### config.mk
export PLATFORM = sky130hd
export DESIGN_NAME = int_div_unit
export DESIGN_NICKNAME = d
export VERILOG_FILES = /design/src/rtl/int_div_unit_pkg.sv /design/src/rtl/int_div_unit_div_step.sv /design/src/rtl/int_div_unit.sv
export SDC_FILE = /design/constraint.sdc
export NUM_CORES = 1
export LEC_CHECK = 0
export ABC_AREA = 1
export BUFFER_PORTS_ARGS = -buffer_cell sky130_fd_sc_hd__buf_2
export CORE_MARGIN = 2
export CORE_UTILIZATION = 50
export CTS_CLUSTER_DIAMETER = 40
export DETAILED_ROUTE_END_ITERATION = 7
export PLACE_DENSITY = 0.77
export SLEW_MARGIN = 10
export SYNTH_ARGS = -nofsm -noshare
export SYNTH_HDL_FRONTEND = slang
export SYNTH_SLANG_ARGS = --single-unit
export TNS_END_PERCENT = 100
### constraint.sdc
create_clock -name clk -period 5.7 [get_ports clk]
set_input_delay 0.57 -clock clk [delete_from_list [all_inputs] [get_ports clk]]
set_output_delay 0.57 -clock clk [all_outputs]
set_load 0.05 [all_outputs]
### src/rtl/int_div_unit_pkg.sv
// Shared types and constants for the integer divider and its handshake partners.
package riscv_types;

    typedef enum logic [1:0] {
        OP_DIV  = 2'd0,
        OP_DIVU = 2'd1,
        OP_REM  = 2'd2,
        OP_REMU = 2'd3
    } div_op_t;

    localparam int DIV_LATENCY = 33;
    localparam int DIV_ITER    = 32;
    // Position of the divider in the p_signal_start_exe / p_signal_last vectors.
    localparam int P_DIV_IDX   = 3;

    function automatic logic is_signed_op(input div_op_t op);
        return (op == OP_DIV) || (op == OP_REM);
    endfunction

    function automatic logic is_quo_op(input div_op_t op);
        return (op == OP_DIV) || (op == OP_DIVU);
    endfunction

endpackage

### src/rtl/int_div_unit_div_step.sv
// One radix-2 restoring division step on the {rem, quo} shift pair.
module div_step #(
    parameter int XLEN = 32
) (
    input  logic [XLEN-1:0] rem,
    input  logic [XLEN-1:0] quo,
    input  logic [XLEN-1:0] divisor,
    output logic [XLEN-1:0] rem_next,
    output logic [XLEN-1:0] quo_next
);

    logic [XLEN:0] rem_ext;
    logic [XLEN:0] trial;
    logic          trial_ok;

    // The shifted remainder can need XLEN+1 bits; a clear borrow bit means trial >= 0.
    assign rem_ext  = {rem, quo[XLEN-1]};
    assign trial    = rem_ext - {1'b0, divisor};
    assign trial_ok = ~trial[XLEN];

    assign rem_next = trial_ok ? trial[XLEN-1:0] : rem_ext[XLEN-1:0];
    assign quo_next = {quo[XLEN-2:0], trial_ok};

endmodule

### src/rtl/int_div_unit.sv
// Iterative restoring divider for DIV/DIVU/REM/REMU with start/last handshake.
// Optional macro DIV_EARLY_OUT_EN: divide-by-zero and signed overflow skip iteration.
import riscv_types::*;

module int_div_unit #(
    parameter int XLEN  = 32,
    parameter int CNT_W = 6
) (
    input  logic            clk,
    input  logic            reset_n,
    input  logic            p_start,
    input  logic [1:0]      div_op,
    input  logic [XLEN-1:0] rs1_data,
    input  logic [XLEN-1:0] rs2_data,
    input  logic [4:0]      rd_in,
    input  logic            flush,
    input  logic            hold,
    output logic            busy,
    output logic [4:0]      rd_busy_tag,
    output logic            p_last,
    output logic [XLEN-1:0] result
);

    typedef enum logic [1:0] {
        S_IDLE = 2'd0,
        S_ITER = 2'd1,
        S_DONE = 2'd2
    } state_t;

    localparam logic [XLEN-1:0]  INT_MIN   = {1'b1, {(XLEN-1){1'b0}}};
    localparam logic [CNT_W-1:0] LAST_STEP = CNT_W'(XLEN - 1);

    state_t           state_q, state_d;
    logic [XLEN-1:0]  rem_q, rem_d;
    logic [XLEN-1:0]  quo_q, quo_d;
    logic [XLEN-1:0]  divisor_q, divisor_d;
    logic [XLEN-1:0]  result_q, result_d;
    logic [CNT_W-1:0] count_q, count_d;
    logic             qsign_q, qsign_d;
    logic             rsign_q, rsign_d;
    div_op_t          op_q, op_d;
    logic [4:0]       rd_q, rd_d;

    div_op_t         in_op;
    logic            in_signed;
    logic            rs2_zero;
    logic [XLEN-1:0] abs_rs1;
    logic [XLEN-1:0] abs_rs2;
    logic [XLEN-1:0] step_rem;
    logic [XLEN-1:0] step_quo;
    logic [XLEN-1:0] final_quo;
    logic [XLEN-1:0] final_rem;

    assign in_op     = div_op_t'(div_op);
    assign in_signed = is_signed_op(in_op);
    assign rs2_zero  = (rs2_data == '0);
    assign abs_rs1   = (in_signed && rs1_data[XLEN-1]) ? -rs1_data : rs1_data;
    assign abs_rs2   = (in_signed && rs2_data[XLEN-1]) ? -rs2_data : rs2_data;

    div_step #(.XLEN(XLEN)) u_div_step (
        .rem      (rem_q),
        .quo      (quo_q),
        .divisor  (divisor_q),
        .rem_next (step_rem),
        .quo_next (step_quo)
    );

    assign final_quo = qsign_q ? -step_quo : step_quo;
    assign final_rem = rsign_q ? -step_rem : step_rem;

    always_comb begin
        state_d   = state_q;
        rem_d     = rem_q;
        quo_d     = quo_q;
        divisor_d = divisor_q;
        result_d  = result_q;
        count_d   = count_q;
        qsign_d   = qsign_q;
        rsign_d   = rsign_q;
        op_d      = op_q;
        rd_d      = rd_q;

        case (state_q)
            S_IDLE: begin
                if (p_start) begin
                    quo_d     = abs_rs1;
                    rem_d     = '0;
                    divisor_d = abs_rs2;
                    count_d   = '0;
                    // A zero divisor must yield all ones, so its quotient is never negated.
                    qsign_d   = (in_op == OP_DIV) && (rs1_data[XLEN-1] ^ rs2_data[XLEN-1]) && !rs2_zero;
                    rsign_d   = (in_op == OP_REM) && rs1_data[XLEN-1];
                    op_d      = in_op;
                    rd_d      = rd_in;
                    state_d   = S_ITER;
`ifdef DIV_EARLY_OUT_EN
                    if (rs2_zero) begin
                        result_d = is_quo_op(in_op) ? '1 : rs1_data;
                        state_d  = S_DONE;
                    end else if (in_signed && rs1_data == INT_MIN && rs2_data == '1) begin
                        result_d = (in_op == OP_DIV) ? INT_MIN : '0;
                        state_d  = S_DONE;
                    end
`endif
                end
            end
            S_ITER: begin
                rem_d   = step_rem;
                quo_d   = step_quo;
                count_d = count_q + CNT_W'(1);
                if (count_q == LAST_STEP) begin
                    result_d = is_quo_op(op_q) ? final_quo : final_rem;
                    state_d  = S_DONE;
                end
            end
            S_DONE: begin
                if (!hold) begin
                    state_d = S_IDLE;
                end
            end
            default: state_d = S_IDLE;
        endcase

        // A killed operation must not disturb the previously delivered result.
        if (flush) begin
            state_d  = S_IDLE;
            result_d = result_q;
        end
    end

    always_ff @(posedge clk or negedge reset_n) begin
        if (!reset_n) begin
            state_q   <= S_IDLE;
            rem_q     <= '0;
            quo_q     <= '0;
            divisor_q <= '0;
            result_q  <= '0;
            count_q   <= '0;
            qsign_q   <= 1'b0;
            rsign_q   <= 1'b0;
            op_q      <= OP_DIV;
            rd_q      <= '0;
        end else begin
            state_q   <= state_d;
            rem_q     <= rem_d;
            quo_q     <= quo_d;
            divisor_q <= divisor_d;
            result_q  <= result_d;
            count_q   <= count_d;
            qsign_q   <= qsign_d;
            rsign_q   <= rsign_d;
            op_q      <= op_d;
            rd_q      <= rd_d;
        end
    end

    assign busy        = (state_q != S_IDLE);
    assign p_last      = (state_q == S_DONE);
    assign result      = result_q;
    assign rd_busy_tag = rd_q;

endmodule

==> run metrics, run 1 <==
outcome=finished, final reports clean; Post-Place Cell Area=12700 um2; starting density of the core=50.8%; Longest Clk Path Bufs=2; top post-synthesis cells by area=sky130_fd_sc_hd__dfrtp_1 (30%), sky130_fd_sc_hd__nand2_1 (16%), sky130_fd_sc_hd__inv_1 (8.0%); Post-Synth XOR/XNOR Area=4.77%; fraction of final layout cells sized beyond drive strength 1=10.8%; CP endpoint kind=flip-flop; distinct cell type count after synthesis=48; number of synthesized flops with an enable pin=0; most frequent cell after synthesis=sky130_fd_sc_hd__nand2_1; cell taking the most area after synthesis=sky130_fd_sc_hd__dfrtp_1; post-CTS sizing=0; total CTS buffers=17; count of placed standard cells in the final layout, fillers left out=2282; worst-skew pair later-pin latency=0.43 ns; layer with the highest usage=met2; Simple-Gate Fraction of Synth Area=34.6%; final core utilization=56.7%; Synth Warn #=0; number of cells produced by synthesis=1867; Rel. slew slack=20.9%; number of design rule violations left after detail routing=0; number of nets in the finished design=2064; Max-Cap Viols=0; Fmax=198 MHz; combinational family with the most area after synthesis=simple AND/OR/NAND/NOR gates; leading register cell type out of synthesis=sky130_fd_sc_hd__dfrtp_1; final clock period utilization by the worst path=88.7%; starting DRC count in detailed routing=1095; row count=56; sequential cell area fraction in the yosys report=30.2%; die boundary height=158 um; number of placed I/O pins=115; Setup Slack @ Placement=0.769 ns; M1 GR Usage=44.8%; total congestion overflow after global routing=0; I/O Buffers=114; worst hold-check path type=primary input to asynchronous set/reset pin; type of the setup path with the least slack=flip-flop to flip-flop; root buffer selected by CTS=sky130_fd_sc_hd__clkbuf_16; detailed-route wire length=37100 um; Setup Skew=0.0131 ns; number of sinks handled by clock tree synthesis=144; cell area power density=530 nW/um2; Least-Margin Pin Slew=1.19 ns; largest net degree at the start of global routing=105; Total GRT Usage=30.4%; placed insts=2250; Post-Syn Area=11900 um2; DP HPWL=28700 um; clock-pin slew on the worst setup and hold paths=0.07 ns; setup repair bufs after CTS=0; worst-case vdd ir drop=0.300 mV; met2 track utilization from global routing=46.5%; Period minus WS final=5.06 ns; via count of the first global-routing pass=11400; adder-cell share of the synthesized area=4.05%; clock tree from TritonCTS=done; ANT nets after route=0; hold slack=0.236 ns; routed vias=12600; Crit path arrival time=5.41 ns; antenna cells=0; synthesized-area fraction occupied by ao, oa, aoi and oai cells=15.8%; cell types with the highest counts after synthesis=sky130_fd_sc_hd__nand2_1 (513), sky130_fd_sc_hd__inv_1 (254), sky130_fd_sc_hd__nor2_1 (195), sky130_fd_sc_hd__dfrtp_1 (144), sky130_fd_sc_hd__nand3_1 (139); final setup violation count=0; final std cell area, no fill=13300 um2; post-synth top area share=30.2%; setup repair after global routing missed its margin=no; global-route wire length before repair=59600 um; count of state elements after synthesis=144; setup slack, reg-to-reg=0.64 ns; LEAKAGE=6.86 nW; proportion of synthesized flip-flops having asynchronous set or reset=100%; Max FO, Critical Path=26; Hold Vio Cnt, Final=0; die outline width=158 um; final max-slew violation count=0; area of the core=23500 um2; share of synthesized area spent on multiplexers=0%; htree depth=4; post-synthesis to final-layout area growth=11.5%; Post-Syn Area per Cell=6.39 um2; startpoint class of the critical path=flip-flop; Routed wire per std cell=16.2 um; Filler Cell Count=2362; DR pass1 iterations=6; global placer's final weighted congestion=0.980; total of hold buffers inserted after clock tree synthesis=0; overall die area=25100 um2; number of antenna violations at the first check in global routing=0; total nets after synthesis=1981; per-cell via count in the routed design=5.54; setup TNS after final layout=0 ns; crit path setup slack, layout=0.645 ns; met3 GRT Util=4.14%; CP required=6.06 ns; post-layout total power=7.05 mW
## state kept, by name (all words and copies together) (netlist names)
| register | cells |
|---|---|
| result | 32 |
| qsign_q | 1 |
| quo_q | 32 |
| rem_q | 32 |
| rd_busy_tag | 5 |
| count_q | 6 |
| op_q | 1 |
| state_q | 2 |
| divisor_q | 32 |
| rsign_q | 1 |
## path summary, 6_finish.rpt
path / startpoint / endpoint / depth (start not counted)
max: quo_q[31]$_DFFE_PN0P_ / result[28]$_DFFE_PN0P_ / 27
min: reset_n / divisor_q[15]$_DFFE_PN0P_ / 1
max reg2reg: quo_q[31]$_DFFE_PN0P_ / result[28]$_DFFE_PN0P_ / 27
min reg2reg: result[18]$_DFFE_PN0P_ / result[18]$_DFFE_PN0P_ / 2
max in group asynchronous: reset_n / result[27]$_DFFE_PN0P_ / 2
min in group clk: flush / state_q[0]$_DFFE_PN0P_ / 2
## layer usage
| metal | vias up | share of wire, % |
|---|---|---|
| met5 | - | 0 |
| met4 | 0 | 2.2 |
| met3 | 51 | 6.5 |
| met2 | 467 | 44 |
| met1 | 5878 | 47 |
| li1 | 6251 | - |
## critical path, stage by stage, from the launching register on
cell	delay (ns)
sky130_fd_sc_hd__dfrtp_1	0.32
sky130_fd_sc_hd__inv_1	0.06
sky130_fd_sc_hd__ha_1	0.23
sky130_fd_sc_hd__fa_1	0.42
sky130_fd_sc_hd__inv_1	0.11
sky130_fd_sc_hd__nand2_1	0.05
sky130_fd_sc_hd__nand2_1	0.08
sky130_fd_sc_hd__nand3_1	0.07
sky130_fd_sc_hd__nand2_1	0.16
sky130_fd_sc_hd__nand2_1	0.07
sky130_fd_sc_hd__nand2_1	0.14
sky130_fd_sc_hd__nand2_4	0.09
sky130_fd_sc_hd__nand2_4	0.08
sky130_fd_sc_hd__nand2_2	0.18
sky130_fd_sc_hd__nand2_4	0.32
sky130_fd_sc_hd__ha_1	0.24
sky130_fd_sc_hd__inv_1	0.06
sky130_fd_sc_hd__nor3_1	0.25
sky130_fd_sc_hd__nand3_1	0.18
sky130_fd_sc_hd__nor4_1	0.56
sky130_fd_sc_hd__nand3_1	0.31
sky130_fd_sc_hd__inv_1	0.17
sky130_fd_sc_hd__nand3_1	0.11
sky130_fd_sc_hd__o21ai_0	0.24
sky130_fd_sc_hd__o21ai_0	0.11
sky130_fd_sc_hd__a21oi_1	0.17
sky130_fd_sc_hd__nor2_1	0.06
sky130_fd_sc_hd__a21oi_1	0.17
## logic make-up after synthesis
| group | after synthesis |
|---|---|
| and+or+nand+nor | 969 |
| adders and majority gates | 38 |
| AOI/OAI and AO/OA | 330 |
| DFF | 144 |
| xor gates and xnor gates | 65 |
| buffers and inverters | 321 |
## cell usage in the layout, fill, tap and decap left out, types with 5 or more instances in the layout
cell type | netlist | final
sky130_fd_sc_hd__nand3b_1 | 12 | 12
sky130_fd_sc_hd__o22ai_1 | 33 | 33
sky130_fd_sc_hd__o31ai_1 | 5 | 5
sky130_fd_sc_hd__nand3_1 | 139 | 139
sky130_fd_sc_hd__nand2_2 | 20 | 21
sky130_fd_sc_hd__o21bai_1 | 7 | 7
sky130_fd_sc_hd__o221ai_1 | 5 | 5
sky130_fd_sc_hd__o21ai_0 | 129 | 129
sky130_fd_sc_hd__ha_1 | 37 | 37
sky130_fd_sc_hd__a21oi_1 | 91 | 91
sky130_fd_sc_hd__nand4_1 | 21 | 21
sky130_fd_sc_hd__inv_2 | 5 | 5
sky130_fd_sc_hd__nor2_1 | 195 | 193
sky130_fd_sc_hd__nand2_1 | 513 | 512
sky130_fd_sc_hd__inv_1 | 254 | 254
sky130_fd_sc_hd__xnor2_1 | 22 | 22
sky130_fd_sc_hd__clkbuf_16 | 0 | 17
sky130_fd_sc_hd__inv_6 | 0 | 8
sky130_fd_sc_hd__nor4_1 | 12 | 12
sky130_fd_sc_hd__buf_2 | 6 | 113
sky130_fd_sc_hd__a22oi_1 | 27 | 27
sky130_fd_sc_hd__a31oi_1 | 10 | 10
sky130_fd_sc_hd__nor2_2 | 5 | 7
sky130_fd_sc_hd__xor2_1 | 43 | 43
sky130_fd_sc_hd__nor3_1 | 34 | 33
sky130_fd_sc_hd__buf_4 | 1 | 11
sky130_fd_sc_hd__dfrtp_1 | 144 | 144
sky130_fd_sc_hd__or2_2 | 5 | 5
## final cells by class
class	instances	area [um2]	area share (%)
timing repair buffer	125	659	4.96
sequential	144	3600	27.1
clock inverter	15	161	1.21
multi-input combinational	1402	7080	53.2
clock buffer	17	425	3.20
inverter	260	976	7.34
tap	319	399	3.00
## where the power goes
group          internal, mW  total, mW  switching, mW
registers              1.23       1.46          0.232
logic                  1.36       4.43           3.07
clock network         0.625       1.15          0.524
(Power assumes the default switching activity.)
==> inputs of run 2 (changes only) <==
ABC_AREA = unset   (was 1)
PLACE_DENSITY = 0.76   (was 0.77)
==> run 2 against run 1 <==
Against the previous run:
- final cell count down 21%
- total power up 2.5%
- sequential cell count unchanged
- fmax up 0.55%
- clock power about the same
- largest cell class unchanged
==> run metrics, run 2 <==
outcome=finished, final reports clean; startpoint class of the critical path=flip-flop; Longest Clk Path Bufs=2 (unchanged); final core utilization=56.5% (-0.13 points); worst-skew pair later-pin latency=0.44 ns (about the same); most frequent cell after synthesis=sky130_fd_sc_hd__o21ai_0; longest individual stage delay on the worst path=0.55 ns (about the same); final clock period utilization by the worst path=88.2% (-0.48 points); clock-pin slew on the worst setup and hold paths=0.07 ns (about the same); cell chain of the critical path=inv_1 -> ha_1 -> fa_1 -> nand2b_1 -> a211oi_4 -> o211a_1 -> o211ai_2 -> a21oi_2 -> nor2_8 -> inv_4 -> ha_1 -> nand3_1 -> or3_1 -> or3_1 -> o21ai_0 -> xnor2_1 -> nor2_1 -> a2111oi_0 -> a22o_1; post-CTS sizing=0 (unchanged); area of the core=22600 um2 (-3.5%); LEAKAGE=5.51 nW (-20%); proportion of synthesized flip-flops having asynchronous set or reset=100% (unchanged); count of state elements after synthesis=144 (unchanged); number of nets in the finished design=1618 (-22%); source of the critical timing path=quo_q[31]$_DFFE_PN0P_; Synth Warn #=0 (unchanged); post-synthesis to final-layout area growth=11.1%; most frequent standard cell in the layout excluding fill and tap cells=sky130_fd_sc_hd__o21ai_0; Post-Syn Area per Cell=7.99 um2 (+25%); cell taking the most area after synthesis=sky130_fd_sc_hd__dfrtp_1; via count of the first global-routing pass=10500 (-7.6%); root buffer selected by CTS=sky130_fd_sc_hd__clkbuf_16; CP required=6.07 ns (about the same); final setup violation count=0 (unchanged); setup repair bufs after CTS=0 (unchanged); row count=55 (-1.8%); type of the setup path with the least slack=flip-flop to flip-flop; Fmax=199 MHz (+0.55%); cell types with the highest counts after synthesis=sky130_fd_sc_hd__o21ai_0 (172), sky130_fd_sc_hd__nand2_1 (163), sky130_fd_sc_hd__dfrtp_1 (144), sky130_fd_sc_hd__nor2_1 (113), sky130_fd_sc_hd__a21oi_1 (80); routed vias=11000 (-13%); total nets after synthesis=1556 (-21%); CP endpoint kind=flip-flop; beginning of the worst register-to-register path=quo_q[31]$_DFFE_PN0P_; sequential cell area fraction in the yosys report=31.3% (+1.1 points); number of cells produced by synthesis=1442 (-23%); global placer's final weighted congestion=0.907 (-7.4%); total CTS buffers=17 (unchanged); DP HPWL=24300 um (-15%); Total GRT Usage=27.1% (-3.4 points); Rel. slew slack=33.5% (+13 points); number of antenna violations at the first check in global routing=0 (unchanged); setup repair after global routing missed its margin=no; I/O Buffers=114 (unchanged); worst hold-check path type=primary input to asynchronous set/reset pin; number of design rule violations left after detail routing=0 (unchanged); total of hold buffers inserted after clock tree synthesis=0 (unchanged); number of sinks handled by clock tree synthesis=144 (unchanged); die boundary height=156 um (-1.7%); Max-Cap Viols=0 (unchanged); htree depth=4 (unchanged); per-cell via count in the routed design=6.12 (+10%); worst-case vdd ir drop=0.318 mV (+5.9%); top post-synthesis cells by area=sky130_fd_sc_hd__dfrtp_1 (31%), sky130_fd_sc_hd__o21ai_0 (7.5%), sky130_fd_sc_hd__nand2_1 (5.3%); global-route wire length before repair=53000 um (-11%); ANT nets after route=0 (unchanged); starting DRC count in detailed routing=945 (-14%); distinct cell type count after synthesis=82 (+71%); die outline width=156 um (-1.7%); DR pass1 iterations=5 (-1); cell area power density=564 nW/um2 (+6.5%); Worst path slowest cell=sky130_fd_sc_hd__a21oi_2; starting density of the core=50.9% (+0.056 points); number of placed I/O pins=115 (unchanged); Setup Skew=0.0132 ns (+0.000186 ns); Max FO, Critical Path=11 (-58%); crit path setup slack, layout=0.672 ns (+0.0276 ns); total congestion overflow after global routing=0 (unchanged); clock tree from TritonCTS=done; highest-count cells in the layout ignoring fill and taps=sky130_fd_sc_hd__o21ai_0 (172), sky130_fd_sc_hd__nand2_1 (162), sky130_fd_sc_hd__dfrtp_1 (144); largest net degree at the start of global routing=99 (-5.7%); final max-slew violation count=0 (unchanged); hold slack=0.199 ns (-0.0374 ns); detailed-route wire length=32200 um (-13%); leading register cell type out of synthesis=sky130_fd_sc_hd__dfrtp_1; setup TNS after final layout=0 ns (unchanged); Period minus WS final=5.03 ns (-0.0276 ns); Post-Syn Area=11500 um2 (-3.4%); Hold Vio Cnt, Final=0 (unchanged); Routed wire per std cell=17.9 um (+10%); number of synthesized flops with an enable pin=0 (unchanged); Setup Slack @ Placement=0.790 ns (+0.0213 ns); fraction of final layout cells sized beyond drive strength 1=13.1% (+2.3 points); Post-Place Cell Area=12200 um2 (-4.0%); final std cell area, no fill=12800 um2 (-3.8%); Least-Margin Pin Slew=0.972 ns (-0.214 ns); overall die area=24300 um2 (-3.4%); Crit path arrival time=5.40 ns (about the same); post-synth top area share=31.3% (+1.1 points)
run 2: where the power goes:
group          leakage, nW  switching (mW)  internal, mW
Sequential            1.83           0.296          1.23
Combinational         3.39            2.92          1.62
Clock                0.284           0.524         0.623
Total                 5.51            3.75          3.48
run 2: stage by stage:
step | power, mW | instances
2_1_floorplan | 4.90 | 1442
3_3_place_gp | 5.92 | 1770
3_5_place_dp | 5.99 | 1770
4_1_cts | 7.15 | 1802
5_1_grt | 7.74 | 1802
6_report | 7.22 | 1803
run 2: layer usage:
metal	global-route usage, %	up-vias	share of wire (%)	routed length (um)
li1	-	5379	-	-
met1	35.1	5240	43	13900
met2	46.5	346	49	15800
met3	4.00	70	5.0	1610
met4	8.87	0	2.8	893
met5	0	-	0	0
run 2: cell type report:
class                           count  area (um2)
Fill cell                        2073        9840
Multi-Input combinational cell   1162        7380
Sequential cell                   144        3600
Timing Repair Buffer              126         667
Clock buffer                       17         425
Tap cell                          285         357
Inverter                           53         201
Clock inverter                     15         165
Antenna cell                        1        2.50
run 2: path summary, 6_finish.rpt:
check / endpoint / slack, ns / cells after the start
max in group asynchronous: result[19]$_DFFE_PN0P_ / 4.20 / 2
max: result[28]$_DFFE_PN0P_ / 0.67 / 19
min: divisor_q[3]$_DFFE_PN0P_ / 0.20 / 1
max reg2reg: result[28]$_DFFE_PN0P_ / 0.67 / 19
min in group clk: rd_busy_tag[2]$_DFFE_PN0P_ / 0.32 / 3
min reg2reg: rd_busy_tag[4]$_DFFE_PN0P_ / 0.47 / 2
run 2: worst max-delay path, delay by kind of cell, from the launching register on:
kind / cells / cell delay, ns
and+or+nand+nor: 6 / 1.30
AOI/OAI and AO/OA: 7 / 2.09
buffers and inverters: 2 / 0.19
DFF: 1 / 0.39
xor gates and xnor gates: 1 / 0.15
adders and majority gates: 3 / 0.83
run 2: kinds of logic (layout without fill, tap and decap cells):
group                    Yosys count  in the layout  synth area share, %
AO/OA/AOI/OAI                    462            462                 25.8
XOR/XNOR                         128            128                 9.73
adder cells (fa/ha/maj)           38             38                 4.19
buffers and inverters            136            211                 4.81
flip-flops                       144            144                 31.3
multiplexers                      41             41                 3.63
other                              0              1                    0
AND/OR/NAND/NOR                  493            493                 20.6
==> inputs of run 3 (changes only) <==
CTS_BUF_LIST = sky130_fd_sc_hd__clkbuf_4   (was unset)
==> run 3 against run 2 <==
Against the previous run:
- clock skew up 0.012 ns
- via count fell by 0.53%
- worst setup slack lost 0.0055 ns
- sequential share of layout area is 0.67 points higher
- non-clock buffer count did not move
- critical endpoint unchanged
- highest routed layer unchanged
==> run metrics, run 3 (synthesis gave the netlist of run 2 again) <==
outcome=finished, final reports clean; setup repair bufs after CTS=0 (unchanged); Total GRT Usage=26.9% (-0.18 points); Period minus WS final=5.03 ns (+0.00554 ns); total CTS buffers=17 (unchanged); net switching power of the design=3.69 mW (-1.5%); via count of the first global-routing pass=10500 (-0.36%); starting DRC count in detailed routing=838 (-11%); fraction of final layout cells sized beyond drive strength 1=13.1% (unchanged); Longest Clk Path Bufs=2 (unchanged); internal power=3.09 mW (-11%); number of sinks handled by clock tree synthesis=144 (unchanged); LEAKAGE=5.38 nW (-2.4%); Hold Vio Cnt, Final=0 (unchanged); DP HPWL=24300 um (unchanged); ANT nets after route=0 (unchanged); setup slack, reg-to-reg=0.67 ns (about the same); setup TNS after final layout=0 ns (unchanged); final setup violation count=0 (unchanged); clock tree from TritonCTS=done; endpoint of the most critical register-to-register path=result[28]$_DFFE_PN0P_; type of the setup path with the least slack=flip-flop to flip-flop; htree depth=4 (unchanged); Max FO, Critical Path=11 (unchanged); startpoint class of the critical path=flip-flop; Setup Skew=0.0253 ns (+0.0121 ns); worst hold-check path type=primary input to asynchronous set/reset pin; CP required=6.24 ns (+0.17 ns); Fmax=199 MHz (-0.11%); Least-Margin Pin Slew=0.953 ns (-0.0192 ns); root buffer selected by CTS=sky130_fd_sc_hd__clkbuf_4; worst-skew pair later-pin latency=0.59 ns (+0.15 ns); cell chain of the critical path=inv_1 -> ha_1 -> fa_1 -> nand2b_1 -> a211oi_4 -> o211a_1 -> o211ai_2 -> a21oi_2 -> nor2_8 -> inv_4 -> ha_1 -> nand3_1 -> or3_1 -> or3_1 -> o21ai_0 -> xnor2_1 -> nor2_1 -> a2111oi_0 -> a22o_1; number of placed I/O pins=115 (unchanged); die boundary height=156 um (unchanged); I/O Buffers=114 (unchanged); number of design rule violations left after detail routing=0 (unchanged); largest net degree at the start of global routing=99 (unchanged); final clock period utilization by the worst path=88.3% (+0.097 points); post-layout total power=6.78 mW (-6.2%); number of antenna violations at the first check in global routing=1 (+1); final std cell area, no fill=12500 um2 (-2.3%); worst-case vdd ir drop=0.295 mV (-7.1%); hold slack=0.0323 ns (-0.167 ns); longest individual stage delay on the worst path=0.55 ns (about the same); final max-slew violation count=0 (unchanged); Post-Place Cell Area=12200 um2 (unchanged); post-CTS sizing=0 (unchanged); row count=55 (unchanged); total congestion overflow after global routing=0 (unchanged); routed vias=11000 (-0.53%); clock-pin slew on the worst setup and hold paths=0.15 ns (+0.08 ns); number of nets in the finished design=1618 (unchanged); overall die area=24300 um2 (unchanged); Crit path arrival time=5.57 ns (+0.17 ns); Max-Cap Viols=0 (unchanged); Reg2Reg Depth=19 (unchanged); die outline width=156 um (unchanged); total of hold buffers inserted after clock tree synthesis=0 (unchanged); setup repair after global routing missed its margin=no; most frequent standard cell in the layout excluding fill and tap cells=sky130_fd_sc_hd__o21ai_0; proportion of power drawn by combinational gates=67.1% (+4.2 points); starting density of the core=50.9% (unchanged); Routed wire per std cell=17.8 um (-0.47%); beginning of the worst register-to-register path=quo_q[31]$_DFFE_PN0P_; Rel. slew slack=34.8% (+1.3 points); global-route wire length before repair=52800 um (-0.39%); power share of the clock group=10.4% (-5.5 points); per-cell via count in the routed design=6.09 (-0.53%); Reg power frac=22.5% (+1.3 points); Switching Share=54.4% (+2.6 points); detailed-route wire length=32100 um (-0.47%); DR pass1 iterations=8 (+3); area of the core=22600 um2 (unchanged); highest-count cells in the layout ignoring fill and taps=sky130_fd_sc_hd__o21ai_0 (172), sky130_fd_sc_hd__nand2_1 (162), sky130_fd_sc_hd__dfrtp_1 (144); post-synthesis to final-layout area growth=8.51%; global placer's final weighted congestion=0.907 (unchanged); cell area power density=542 nW/um2 (-3.9%); Worst path slowest cell=sky130_fd_sc_hd__a21oi_2; CP endpoint kind=flip-flop
## run 3: layout make-up
| class | count | area [um2] |
|---|---|---|
| fillers | 2114 | 10100 |
| multi-input cells | 1162 | 7380 |
| inverters | 53 | 201 |
| clock buffers | 17 | 128 |
| clock inverters | 15 | 165 |
| diodes | 1 | 2.50 |
| flip-flops and latches | 144 | 3600 |
| well taps | 285 | 357 |
| repair buffers | 126 | 667 |
## run 3: per-stage QoR
| step | worst slack (ns) | util, % | std cells |
|---|---|---|---|
| after floorplan | 0.849 | - | 1442 |
| after global placement | 0.896 | 53.9 | 1770 |
| after detailed placement | 0.790 | 53.9 | 1770 |
| after CTS | 0.725 | 55.2 | 1802 |
| after global routing | 0.241 | 55.2 | 1803 |
| final | 0.667 | 55.2 | 1803 |
## run 3: power by group through the flow
stage	clock network, mW	registers [mW]	logic, mW
finish	0.702	1.53	4.55
global route	0.754	1.56	4.98
CTS	0.708	1.52	4.47
detailed placement	0	1.54	4.45
global placement	0	1.53	4.39
floorplan	0	1.47	3.42
## run 3: critical path, delay by kind of cell (launching register included)
| kind | cells | cell delay [ns] |
|---|---|---|
| AOI/OAI and AO/OA | 7 | 2.09 |
| xor gates and xnor gates | 1 | 0.14 |
| adders and majority gates | 3 | 0.84 |
| buffers and inverters | 2 | 0.19 |
| DFF | 1 | 0.42 |
| and+or+nand+nor | 6 | 1.31 |
## run 3: layer usage
layer	up-vias	wire, um	share of wire [%]	global-route usage, %
met5	-	0	0	0
met1	5246	14100	44	35.3
met2	316	15900	49	46.5
li1	5366	-	-	-
met3	48	1440	4.5	3.64
met4	0	703	2.2	7.51
## run 3: worst max-delay path by stage
stage / from / end
floorplan: quo_q[31]$_DFFE_PN0P_ / result[28]$_DFFE_PN0P_
global placement: quo_q[31]$_DFFE_PN0P_ / result[28]$_DFFE_PN0P_
detailed placement: quo_q[31]$_DFFE_PN0P_ / result[28]$_DFFE_PN0P_
CTS: quo_q[31]$_DFFE_PN0P_ / result[28]$_DFFE_PN0P_
global route: quo_q[31]$_DFFE_PN0P_ / result[28]$_DFFE_PN0P_
finish: quo_q[31]$_DFFE_PN0P_ / result[28]$_DFFE_PN0P_
